**src/rtl/nrisc_mem_pkg.sv**
```systemverilog
// Shared constants and port state encoding for the NRISC dual-core data memory.
package nrisc_mem_pkg;
  localparam int TAM        = 16;
  localparam int Lmem       = 8;
  localparam int SHARED_BIT = Lmem;
  localparam int GPIN_IDX   = 0;
  localparam int GPOUT_IDX  = 1;

  typedef enum logic [1:0] {
    IDLE  = 2'd0,
    ISSUE = 2'd1,
    HOLD  = 2'd2
  } port_state_e;
endpackage

```
**src/rtl/mem_addr_check.sv**
```systemverilog
// Combinational data-memory address screen: shared/private decode and illegal-access flag.
module mem_addr_check
  import nrisc_mem_pkg::*;
#(
  parameter int AW = TAM,
  parameter int LW = Lmem
) (
  input  logic [AW-1:0] addr,
  input  logic          we,
  output logic          is_shared,
  output logic          illegal
);
  logic [AW-1:0] gpin_addr;
  logic          out_of_range;

  // GPIN is rewritten by the memory every cycle, so a store there would be lost
  assign gpin_addr    = (AW'(1) << LW) | AW'(GPIN_IDX);
  assign out_of_range = |addr[AW-1:LW+1];
  assign is_shared    = addr[LW];
  assign illegal      = out_of_range | (we & (addr == gpin_addr));
endmodule

```
**src/rtl/core_mem_port.sv**
```systemverilog
// Per-core load/store initiator: one-cycle memory strobes, one-cycle response, shared-write backoff.
module core_mem_port #(
  parameter int TAM     = nrisc_mem_pkg::TAM,
  parameter int Lmem    = nrisc_mem_pkg::Lmem,
  parameter int CORE_ID = 0
) (
  input  logic           clk,
  input  logic           rst,
  input  logic           req_valid,
  output logic           req_ready,
  input  logic           req_we,
  input  logic [TAM-1:0] req_addr,
  input  logic [TAM-1:0] req_wdata,
  output logic           resp_valid,
  output logic [TAM-1:0] resp_rdata,
  output logic           resp_err,
  output logic [TAM-1:0] mem_addr,
  output logic [TAM-1:0] mem_wdata,
  output logic           mem_load,
  output logic           mem_write,
  input  logic [TAM-1:0] mem_rdata,
  input  logic           peer_shwr
);
  import nrisc_mem_pkg::*;

  port_state_e    state_q, state_d;
  logic           req_ready_q, req_ready_d;
  logic           resp_valid_q, resp_valid_d;
  logic           resp_err_q, resp_err_d;
  logic [TAM-1:0] resp_rdata_q, resp_rdata_d;
  logic [TAM-1:0] mem_addr_q, mem_addr_d;
  logic [TAM-1:0] mem_wdata_q, mem_wdata_d;
  logic           mem_load_q, mem_load_d;
  logic           mem_write_q, mem_write_d;
  logic           err_q, err_d;
  logic           shared_q, shared_d;
  logic           is_shared, illegal;

  mem_addr_check #(.AW(TAM), .LW(Lmem)) u_chk (
    .addr      (req_addr),
    .we        (req_we),
    .is_shared (is_shared),
    .illegal   (illegal)
  );

  always_comb begin
    state_d      = state_q;
    req_ready_d  = 1'b0;
    resp_valid_d = 1'b0;
    resp_err_d   = 1'b0;
    resp_rdata_d = resp_rdata_q;
    mem_addr_d   = '0;
    mem_wdata_d  = '0;
    mem_load_d   = 1'b0;
    mem_write_d  = 1'b0;
    err_d        = err_q;
    shared_d     = shared_q;
    case (state_q)
      IDLE: begin
        if (req_valid && req_ready_q) begin
          state_d  = ISSUE;
          err_d    = illegal;
          shared_d = is_shared;
          // rejected requests still take the ISSUE slot, but never touch the memory
          if (!illegal) begin
            mem_addr_d  = req_addr;
            mem_wdata_d = req_wdata;
            mem_load_d  = ~req_we;
            mem_write_d = req_we;
          end
        end else begin
          req_ready_d = 1'b1;
        end
      end
      ISSUE: begin
        resp_valid_d = 1'b1;
        resp_err_d   = err_q;
        if (mem_load_q) resp_rdata_d = mem_rdata;
        // peer wrote shared memory in the same cycle: our write sits in the deferred slot
        if (CORE_ID == 1 && mem_write_q && shared_q && peer_shwr) begin
          state_d = HOLD;
        end else begin
          state_d     = IDLE;
          req_ready_d = 1'b1;
        end
      end
      HOLD: begin
        state_d     = IDLE;
        req_ready_d = 1'b1;
      end
      default: begin
        state_d     = IDLE;
        req_ready_d = 1'b1;
      end
    endcase
  end

  always_ff @(posedge clk or negedge rst) begin
    if (!rst) begin
      state_q      <= IDLE;
      req_ready_q  <= 1'b1;
      resp_valid_q <= 1'b0;
      resp_err_q   <= 1'b0;
      resp_rdata_q <= '0;
      mem_addr_q   <= '0;
      mem_wdata_q  <= '0;
      mem_load_q   <= 1'b0;
      mem_write_q  <= 1'b0;
      err_q        <= 1'b0;
      shared_q     <= 1'b0;
    end else begin
      state_q      <= state_d;
      req_ready_q  <= req_ready_d;
      resp_valid_q <= resp_valid_d;
      resp_err_q   <= resp_err_d;
      resp_rdata_q <= resp_rdata_d;
      mem_addr_q   <= mem_addr_d;
      mem_wdata_q  <= mem_wdata_d;
      mem_load_q   <= mem_load_d;
      mem_write_q  <= mem_write_d;
      err_q        <= err_d;
      shared_q     <= shared_d;
    end
  end

  assign req_ready  = req_ready_q;
  assign resp_valid = resp_valid_q;
  assign resp_err   = resp_err_q;
  assign resp_rdata = resp_rdata_q;
  assign mem_addr   = mem_addr_q;
  assign mem_wdata  = mem_wdata_q;
  assign mem_load   = mem_load_q;
  assign mem_write  = mem_write_q;
endmodule

```
**config.mk**
```make
export PLATFORM = sky130hd
export DESIGN_NAME = core_mem_port
export DESIGN_NICKNAME = d
export VERILOG_FILES = /design/src/rtl/nrisc_mem_pkg.sv /design/src/rtl/mem_addr_check.sv /design/src/rtl/core_mem_port.sv
export SDC_FILE = /design/constraint.sdc
export NUM_CORES = 1
export LEC_CHECK = 0
export BUFFER_PORTS_ARGS = -buffer_cell sky130_fd_sc_hd__buf_2
export CAP_MARGIN = 20
export CORE_MARGIN = 8
export CORE_UTILIZATION = 40
export CTS_BUF_LIST = sky130_fd_sc_hd__clkbuf_16
export CTS_CLUSTER_SIZE = 30
export DETAILED_ROUTE_END_ITERATION = 8
export PLACE_DENSITY = 0.79
export SLEW_MARGIN = 20
export SYNTH_ARGS = -nofsm -noshare
export SYNTH_HDL_FRONTEND = slang
export SYNTH_HIERARCHICAL = 1
export SYNTH_SLANG_ARGS = --single-unit
export TNS_END_PERCENT = 30
```
**constraint.sdc**
```tcl
create_clock -name clk -period 1.7 [get_ports clk]
set_input_delay 0.17 -clock clk [delete_from_list [all_inputs] [get_ports clk]]
set_output_delay 0.17 -clock clk [all_outputs]
set_load 0.02 [all_outputs]
```
# Yosys cells after proc, flatten, opt, wreduce, memory -nomap -nowiden
# Index checks and enable logic that the tools add are counted.
# classes
n_eq_ne	3
n_mux	18
n_bitwise	3
reduce_logical	5
# ops
operator	count
two-way mux 16 bit	6
equality test 16 x 9 -> 1 bit (second input constant)	1
two-way mux 1 bit	10
OR reduction 7 bit	1
two-way mux 2 bit	2
AND reduction 2 bit	2
equality test 2 x 1 -> 1 bit (second input constant)	1
logical NOT 2 bit	1
!= test 2 bit (second input constant)	1
AND 1 bit	1
logical AND 1 bit	1
inverter 1 bit	1
OR 1 bit	1
# totals
reg_bits	56
inputBits	53
out_inout_bits	53

# Logic depth before layout (Yosys ltp)
# Gate-level depths: netlist (run 1).
# depth
word_depth	6
ltp_mapped	6
depth_no_buf	5

# Hierarchy
# Netlist (run 1), hierarchy kept.
# modules_own_cells
mod	n_inst	cells_per_inst	area_per_inst_um2	seq_area_each_um2
core_mem_port	1	115	1868.0	1377.6
mem_addr_check	1	7	55.1	0.0

# Worst setup path after synthesis (run 1)
# Ideal clock, no wire load.
# synth_path
kind	reg2reg
start	register mem_load_q, in the netlist mem_load
end	register resp_rdata_q[10], in the netlist resp_rdata[10]
arrival_time_ns	1.077
t_required_ns	1.575
setup_slack_ns	0.498
path_stages_with_launch	4
path_buffers	1
period_less_slack_ns	1.202
cell_sequence	dfrtp_1 -> nand2_2 -> buf_6 -> mux2_2
# synth_between
elab_chain_cells	1
# synth_lines
item	line_no	rtl
start, declared	core_mem_port.sv:33	logic mem_load_q, mem_load_d;
start signal, assigned	core_mem_port.sv:119	mem_load_q <= mem_load_d;
AND reduction 2 bit (no source line)	--	
end signal, assigned	core_mem_port.sv:116	resp_rdata_q <= resp_rdata_d;
end, declared	core_mem_port.sv:30	logic [TAM-1:0] resp_rdata_q, resp_rdata_d;
# Every way passes these cells.
# A chain may end at the register's enable or synchronous reset.

# Worst setup path after layout (run 1)
# layout_path
start	input port req_addr[10]
end	register mem_addr_q[14], in the netlist mem_addr[14]
# layout_between
elab_chain_cells	6
word_cells_on_any_way	7
cone_classes	eq/ne: 1; mux: 3; bitwise: 2; reduce/logical: 1
# layout_lines
item	line_no	rtl
start, declared	core_mem_port.sv:12	input logic [TAM-1:0] req_addr,
equality test 16 x 9 -> 1 bit	mem_addr_check.sv:20	assign illegal = out_of_range | (we & (addr == gpin_addr));
AND 1 bit	mem_addr_check.sv:20	
OR 1 bit (*)	mem_addr_check.sv:20	
via illegal	core_mem_port.sv:37	logic is_shared, illegal;
two-way mux 16 bit (*)	core_mem_port.sv:65	if (!illegal) begin
two-way mux 16 bit (*)	core_mem_port.sv:60	if (req_valid && req_ready_q) begin
two-way mux 16 bit (*)	core_mem_port.sv:58	case (state_q)
via mem_addr_d[14]	core_mem_port.sv:31	logic [TAM-1:0] mem_addr_q, mem_addr_d;
end signal, assigned	core_mem_port.sv:117	mem_addr_q <= mem_addr_d;
end, declared	core_mem_port.sv:31	
# Mark *: on every way through the listed nets, which the timed path passes. The rest lies on a longest branch.

==> results of run 1 <==
worst register-to-register path: cells and delay by family, from the launching register on:
kind	cells	cell delay, ns
flops	1	0.42
simple gates	1	0.32
mux	1	0.39
flip-flops by register name, summed over array words and instances, names as in the netlist:
signal and cells:
err_q 1, mem_addr 16, mem_load 1, mem_wdata 16
mem_write 1, req_ready 1, resp_err 1, resp_rdata 16
resp_valid 1, state_q 1
layout make-up:
class	count	area, sq um	share of cell area (%)
clock buffers	5	125.1	4.666
well taps	54	67.56	2.520
multi-input cells	61	489.2	18.25
flip-flops and latches	55	1378	51.38
repair buffers	106	550.5	20.53
inverters	1	3.754	0.1400
clock inverters	3	67.56	2.520
timing repair:
item | CTS | global route
hold endpoints to repair | 54 | 0
hold buffers | 1 | 0
buffers inserted | 0 | 0
resized for setup | 0 | 0
where the power goes:
part,internal [mW],switching [mW]
sequential,1.34,0.0145
combinational,0.0875,0.104
clock,0.843,0.434
per-stage QoR:
step           utilization (%)  worst slack [ns]  area (sq um)
2_1_floorplan                -            0.4983          1916
3_3_place_gp             53.18            0.1226          2479
3_5_place_dp             53.18            0.1392          2479
4_1_cts                  57.53            0.4334          2681
5_1_grt                  57.53            0.2582          2681
6_report                 57.53            0.4581          2681
final timing paths:
check / cells after the start / slack, ns / end / startpoint
worst min-delay path: 2 / 0.08 / mem_load / req_we
min in group asynchronous: 3 / 0.42 / mem_wdata[3] / rst
max in group asynchronous: 3 / 0.99 / req_ready / rst
worst max register to register: 2 / 0.46 / resp_rdata[9] / state_q[0]
worst max-delay path: 5 / 0.46 / mem_addr[14] / req_addr[10]
worst min register to register: 0 / 0.45 / resp_valid / state_q[0]
routing by layer:
metal	global-route usage, %	vias to the layer above	part of all wire (%)
li1	-	612	-
met1	13.67	615	40
met2	21.16	60	50
met3	6.081	4	9.2
met4	4.531	0	1.2
met5	0	-	0
==> impl_summary.log, run 1 <==
[metrics] outcome: finished, final reports clean
[metrics] count of vias placed by the detailed router: 1291
[metrics] Max Root-Sink Buffers: 2
[metrics] area of the placeable core: 4661 sq um
[metrics] initial antenna violation count: 0
[metrics] max_cap viols: 0
[metrics] highest attainable clock frequency: 805.2 MHz
[metrics] length of the first detailed-routing pass in iterations: 3
[metrics] placed cell count: 276
[metrics] total overflow reported by the global router: 0
[metrics] share of final-layout standard cells stronger than drive strength 1: 58.87%
[metrics] cell row count: 25
[metrics] via/cell ratio: 4.530
[metrics] Detail Route Antenna Nets: 0
[metrics] clock latency on the worst-skew pair: 0.28 ns
[metrics] gr usage total: 12.69%
[metrics] number of hold-slack violations in the final timing report: 0
[metrics] via count of the first global-routing pass: 1397
[metrics] total of warnings raised by yosys: 6
[metrics] crit path time final: 1.242 ns
[metrics] area of the mapped netlist: 1916 sq um
[metrics] clock input transition at the sequential cells of the worst setup and hold paths: 0.07 ns
[metrics] crit end category: flip-flop
[metrics] synthesized netlist net count: 174
[metrics] setup repair after global routing missed its margin: no
[metrics] number of diodes added for antenna fixing: 0
[metrics] clock sinks: 55
[metrics] arrival time at the worst endpoint: 1.46 ns
[metrics] number of setup violations in the final report: 0
[metrics] Avg Inst Size Synth: 15.83 sq um
[metrics] first-pass GRT wire length: 7.148 mm
[metrics] layout filler cell count: 398
[metrics] number of design rule violations left after detail routing: 0
[metrics] crit start category: input port
[metrics] Die Span X: 85.20 um
[metrics] worst-case hold slack: 0.07810 ns
[metrics] overall power: 2.822 mW
[metrics] Lkg Pwr: 1.484 nW
[metrics] starting density of the core: 41.10%
[metrics] kind of cell adding the most delay to the critical path: simple AND/OR/NAND/NOR gates
[metrics] buffering stage count on the worst path with inverters included: 1
[metrics] delay of the slowest cell on the worst path: 0.54 ns
[metrics] Slew Limit Fails: 0
[metrics] VDD IR-drop max: 431.4 uV
[metrics] crit-path max FO: 34
[metrics] post-layout instance count excluding filler cells: 285
[metrics] Die Area: 7259 sq um
[metrics] Final Net Count: 283
[metrics] path type of the worst min-delay path: input port to flip-flop
[metrics] Final period util: 73.05%
[metrics] CTS tree: yes
[metrics] CTS root buf: clkbuf_16
[metrics] power density normalized to cell area: 1053 nW/um^2
[metrics] Mapped Cells: 121
[metrics] number of clock buffers inserted by TritonCTS: 5
[metrics] critical-path cell with the highest stage delay: and4bb_4
[metrics] most frequent cells in the layout: buf_2, dfrtp_1, and2_1, mux2_2, clkbuf_16
[metrics] worst relative slew slack: 74.75%
[metrics] total negative slack: 0 ns
[metrics] most common cell after layout, fill and taps aside: buf_2
[metrics] Vert. Die Dim: 85.20 um
[metrics] Ports: 106
[metrics] Port Buf Inserts: 104
[metrics] area delta synth->final: 39.97%
[metrics] total number of H-tree levels: 2
[metrics] DRC violation total after the first TritonRoute iteration: 45
[metrics] type of the worst setup path: input port to flip-flop
[metrics] WL/cell: 15.74 um
[metrics] CP cell instances: buf_2 > nor4_1 > nand3_1 > and4bb_4 > and2_1
[metrics] routability cong.: 0.7320
[metrics] worst slew pin tran: 0.3774 ns
[metrics] final wirelength: 4.487 mm
[metrics] maximum number of pins on one net before global-route repair: 56
[metrics] Post-Route Skew: 0.004149 ns
[metrics] Detail Placement HPWL: 3.467 mm
[metrics] endpoint required time on the critical path: 1.92 ns
Note: power is estimated with default switching activity, not from simulation.
==> run 2: changes to the inputs <==
--- a/config.mk
+++ b/config.mk
@@ -5,6 +5,7 @@
 export SDC_FILE = /design/constraint.sdc
 export NUM_CORES = 1
 export LEC_CHECK = 0
+export ABC_AREA = 1
 export BUFFER_PORTS_ARGS = -buffer_cell sky130_fd_sc_hd__buf_2
 export CAP_MARGIN = 20
 export CORE_MARGIN = 8
@@ -12,7 +13,7 @@
 export CTS_BUF_LIST = sky130_fd_sc_hd__clkbuf_16
 export CTS_CLUSTER_SIZE = 30
 export DETAILED_ROUTE_END_ITERATION = 8
-export PLACE_DENSITY = 0.79
+export PLACE_DENSITY = 0.76
 export SLEW_MARGIN = 20
 export SYNTH_ARGS = -nofsm -noshare
 export SYNTH_HDL_FRONTEND = slang
==> constraint.sdc (replaced) <==
create_clock -name clk -period 1.2 [get_ports clk]
set_input_delay 0.12 -clock clk [delete_from_list [all_inputs] [get_ports clk]]
set_output_delay 0.12 -clock clk [all_outputs]
set_load 0.02 [all_outputs]
==> run 2 against run 1 <==
  * Power increased by 30%
  * First-iteration DRC count increased by 44%
  * Largest power group unchanged
  * Critical path type is now flip-flop to primary output
  * Flip-flop and latch count is the same
==> impl_summary.log, run 2 <==
[metrics] clock latency on the worst-skew pair: 0.28 ns (about the same)
[metrics] Switch Pwr: 871.6 uW (+58%)
[metrics] number of clock buffers inserted by TritonCTS: 5 (unchanged)
[metrics] worst setup slack before clock tree synthesis: -0.02622 ns (-0.1654 ns)
[metrics] clock input transition at the sequential cells of the worst setup and hold paths: 0.06 ns (about the same)
[metrics] Port Buf Inserts: 104 (unchanged)
[metrics] Post-Route Skew: 0.002749 ns (-0.001400 ns)
[metrics] outcome: finished, final reports clean
[metrics] power density normalized to cell area: 1207 nW/um^2 (+15%)
[metrics] portion of total power attributed to the clock network: 37.0% (-8.2 points)
[metrics] worst slew pin tran: 0.4466 ns (+0.06927 ns)
[metrics] total overflow reported by the global router: 0 (unchanged)
[metrics] VDD IR-drop max: 653.4 uV (+51%)
[metrics] number of hold-slack violations in the final timing report: 0 (unchanged)
[metrics] area of the placeable core: 5507 sq um (+18%)
[metrics] DRC violation total after the first TritonRoute iteration: 65 (+44%)
[metrics] most common cell after layout, fill and taps aside: buf_2
[metrics] final design instance area without fill: 3033 sq um (+13%)
[metrics] crit-path max FO: 4 (-88%)
[metrics] fraction of power consumed by sequential logic: 52.3% (+4.3 points)
[metrics] setup slack of the critical path after layout: 0.05092 ns (-0.4072 ns)
[metrics] most frequent cells in the layout: buf_2, nand2_1, dfrtp_1, nor3_2, nand3_1
[metrics] via/cell ratio: 4.590 (+1.3%)
[metrics] max_cap viols: 0 (unchanged)
[metrics] delay of the slowest cell on the worst path: 0.56 ns (+0.02 ns)
[metrics] cell row count: 27 (+8.0%)
[metrics] Die Span X: 91.29 um (+7.1%)
[metrics] total of warnings raised by yosys: 6 (unchanged)
[metrics] final wirelength: 5.620 mm (+25%)
[metrics] CTS tree: yes
[metrics] type of the worst setup path: flip-flop to primary output
[metrics] Die Area: 8333 sq um (+15%)
[metrics] placed cell count: 386 (+40%)
[metrics] Lkg Pwr: 1.554 nW (+4.7%)
[metrics] Ports: 106 (unchanged)
[metrics] Avg Inst Size Synth: 10.59 sq um (-33%)
[metrics] Slew Limit Fails: 0 (unchanged)
[metrics] number of diodes added for antenna fixing: 0 (unchanged)
[metrics] post-layout instance count excluding filler cells: 395 (+39%)
[metrics] initial antenna violation count: 0 (unchanged)
[metrics] total negative slack: 0 ns (unchanged)
[metrics] CTS root buf: clkbuf_16
[metrics] Vert. Die Dim: 91.29 um (+7.1%)
[metrics] path type of the worst min-delay path: input port to flip-flop
[metrics] arrival time at the worst endpoint: 1.03 ns (-0.43 ns)
[metrics] Mapped Cells: 214 (+77%)
[metrics] critical-path cell with the highest stage delay: dfstp_2
[metrics] area of the mapped netlist: 2267 sq um (+18%)
[metrics] first-pass GRT wire length: 9.453 mm (+32%)
[metrics] crit path time final: 1.149 ns
[metrics] routability cong.: 0.7461 (+1.9%)
[metrics] worst-case hold slack: 0.06536 ns (-0.01274 ns)
[metrics] switching part of the total power: 23.81% (+4.3 points)
[metrics] Final period util: 95.76%
[metrics] gr usage total: 14.04% (+1.3 points)
[metrics] Detail Route Antenna Nets: 0 (unchanged)
[metrics] buffering stage count on the worst path with inverters included: 1 (unchanged)
[metrics] Cell Int Power: 2.789 mW (+23%)
[metrics] crit start category: flip-flop
[metrics] via count of the first global-routing pass: 1957 (+40%)
[metrics] Final Net Count: 375 (+33%)
[metrics] Detail Placement HPWL: 4.321 mm (+25%)
[metrics] clock sinks: 55 (unchanged)
[metrics] Max Root-Sink Buffers: 2 (unchanged)
[metrics] number of design rule violations left after detail routing: 0 (unchanged)
[metrics] maximum number of pins on one net before global-route repair: 26 (-54%)
[metrics] overall power: 3.661 mW (+30%)
[metrics] count of vias placed by the detailed router: 1813 (+40%)
[metrics] setup repair after global routing missed its margin: no
[metrics] crit end category: primary output
[metrics] cell area after placement: 2882 sq um (+16%)
[metrics] worst relative slew slack: 70.22% (-4.5 points)
[metrics] synthesized netlist net count: 267 (+53%)
[metrics] WL/cell: 14.23 um (-9.6%)
[metrics] length of the first detailed-routing pass in iterations: 4 (+1)
[metrics] CP cell instances: buf_2
[metrics] Post-CTS Setup Repair Bufs: 0 (unchanged)
[metrics] highest attainable clock frequency: 870.3 MHz
[metrics] starting density of the core: 41.17% (+0.072 points)
[metrics] share of total power in combinational logic: 10.7% (+3.9 points)
[metrics] total number of H-tree levels: 2 (unchanged)
[metrics] area delta synth->final: 33.77%
[metrics] share of final-layout standard cells stronger than drive strength 1: 48.61% (-10 points)
[metrics] post-layout utilization of the core: 55.08% (-2.5 points)
[metrics] endpoint required time on the critical path: 1.08 ns (-0.84 ns)
[metrics] kind of cell adding the most delay to the critical path: flip-flops
[metrics] number of setup violations in the final report: 0 (unchanged)
==> run 2: what timing repair did <==
item / 4_1_cts / 5_1_grt
hold buffers: 1 / 0
resized for setup: 0 / 1
endpoints found under the hold margin: 16 / 0
setup endpoints to repair: 0 / 1
==> run 2: path summary, 6_finish.rpt <==
check	startpoint	slack, ns	depth (start not counted)	end
min in group asynchronous	rst	0.31	2	resp_rdata[8]
setup / recovery	req_ready	0.05	1	req_ready
setup reg to reg	req_ready	0.08	3	mem_load
max in group asynchronous	rst	0.37	3	req_ready
hold / removal	req_wdata[15]	0.07	3	mem_wdata[15]
hold reg to reg	resp_rdata[4]	0.47	2	resp_rdata[4]
==> run 2: power by group through the flow <==
stage / Sequential (mW) / Combinational, mW / Clock [mW]
floorplan: 1.97 / 0.183 / 0
detailed placement: 1.95 / 0.401 / 0
CTS: 1.91 / 0.404 / 1.42
finish: 1.91 / 0.393 / 1.35
global placement: 1.95 / 0.393 / 0
global route: 1.92 / 0.439 / 1.48
==> run 2: cell type report <==
class,instances,area (sq um)
multi-input combinational,137,745.7
clock buffer,5,125.1
sequential,55,1380
fill,525,2474
timing repair buffer,116,650.6
inverter,7,26.28
tap,72,90.09
clock inverter,3,15.01
==> run 2: routing by layer <==
metal  vias to the layer above  wire, um  share of wire (%)  track usage [%]
li1                        895         -                  -                -
met1                       851      2255                 40            15.61
met2                        62      2809                 50            23.34
met3                         5       492                8.8            6.502
met4                         0        63                1.1            4.502
met5                         -         0                  0                0
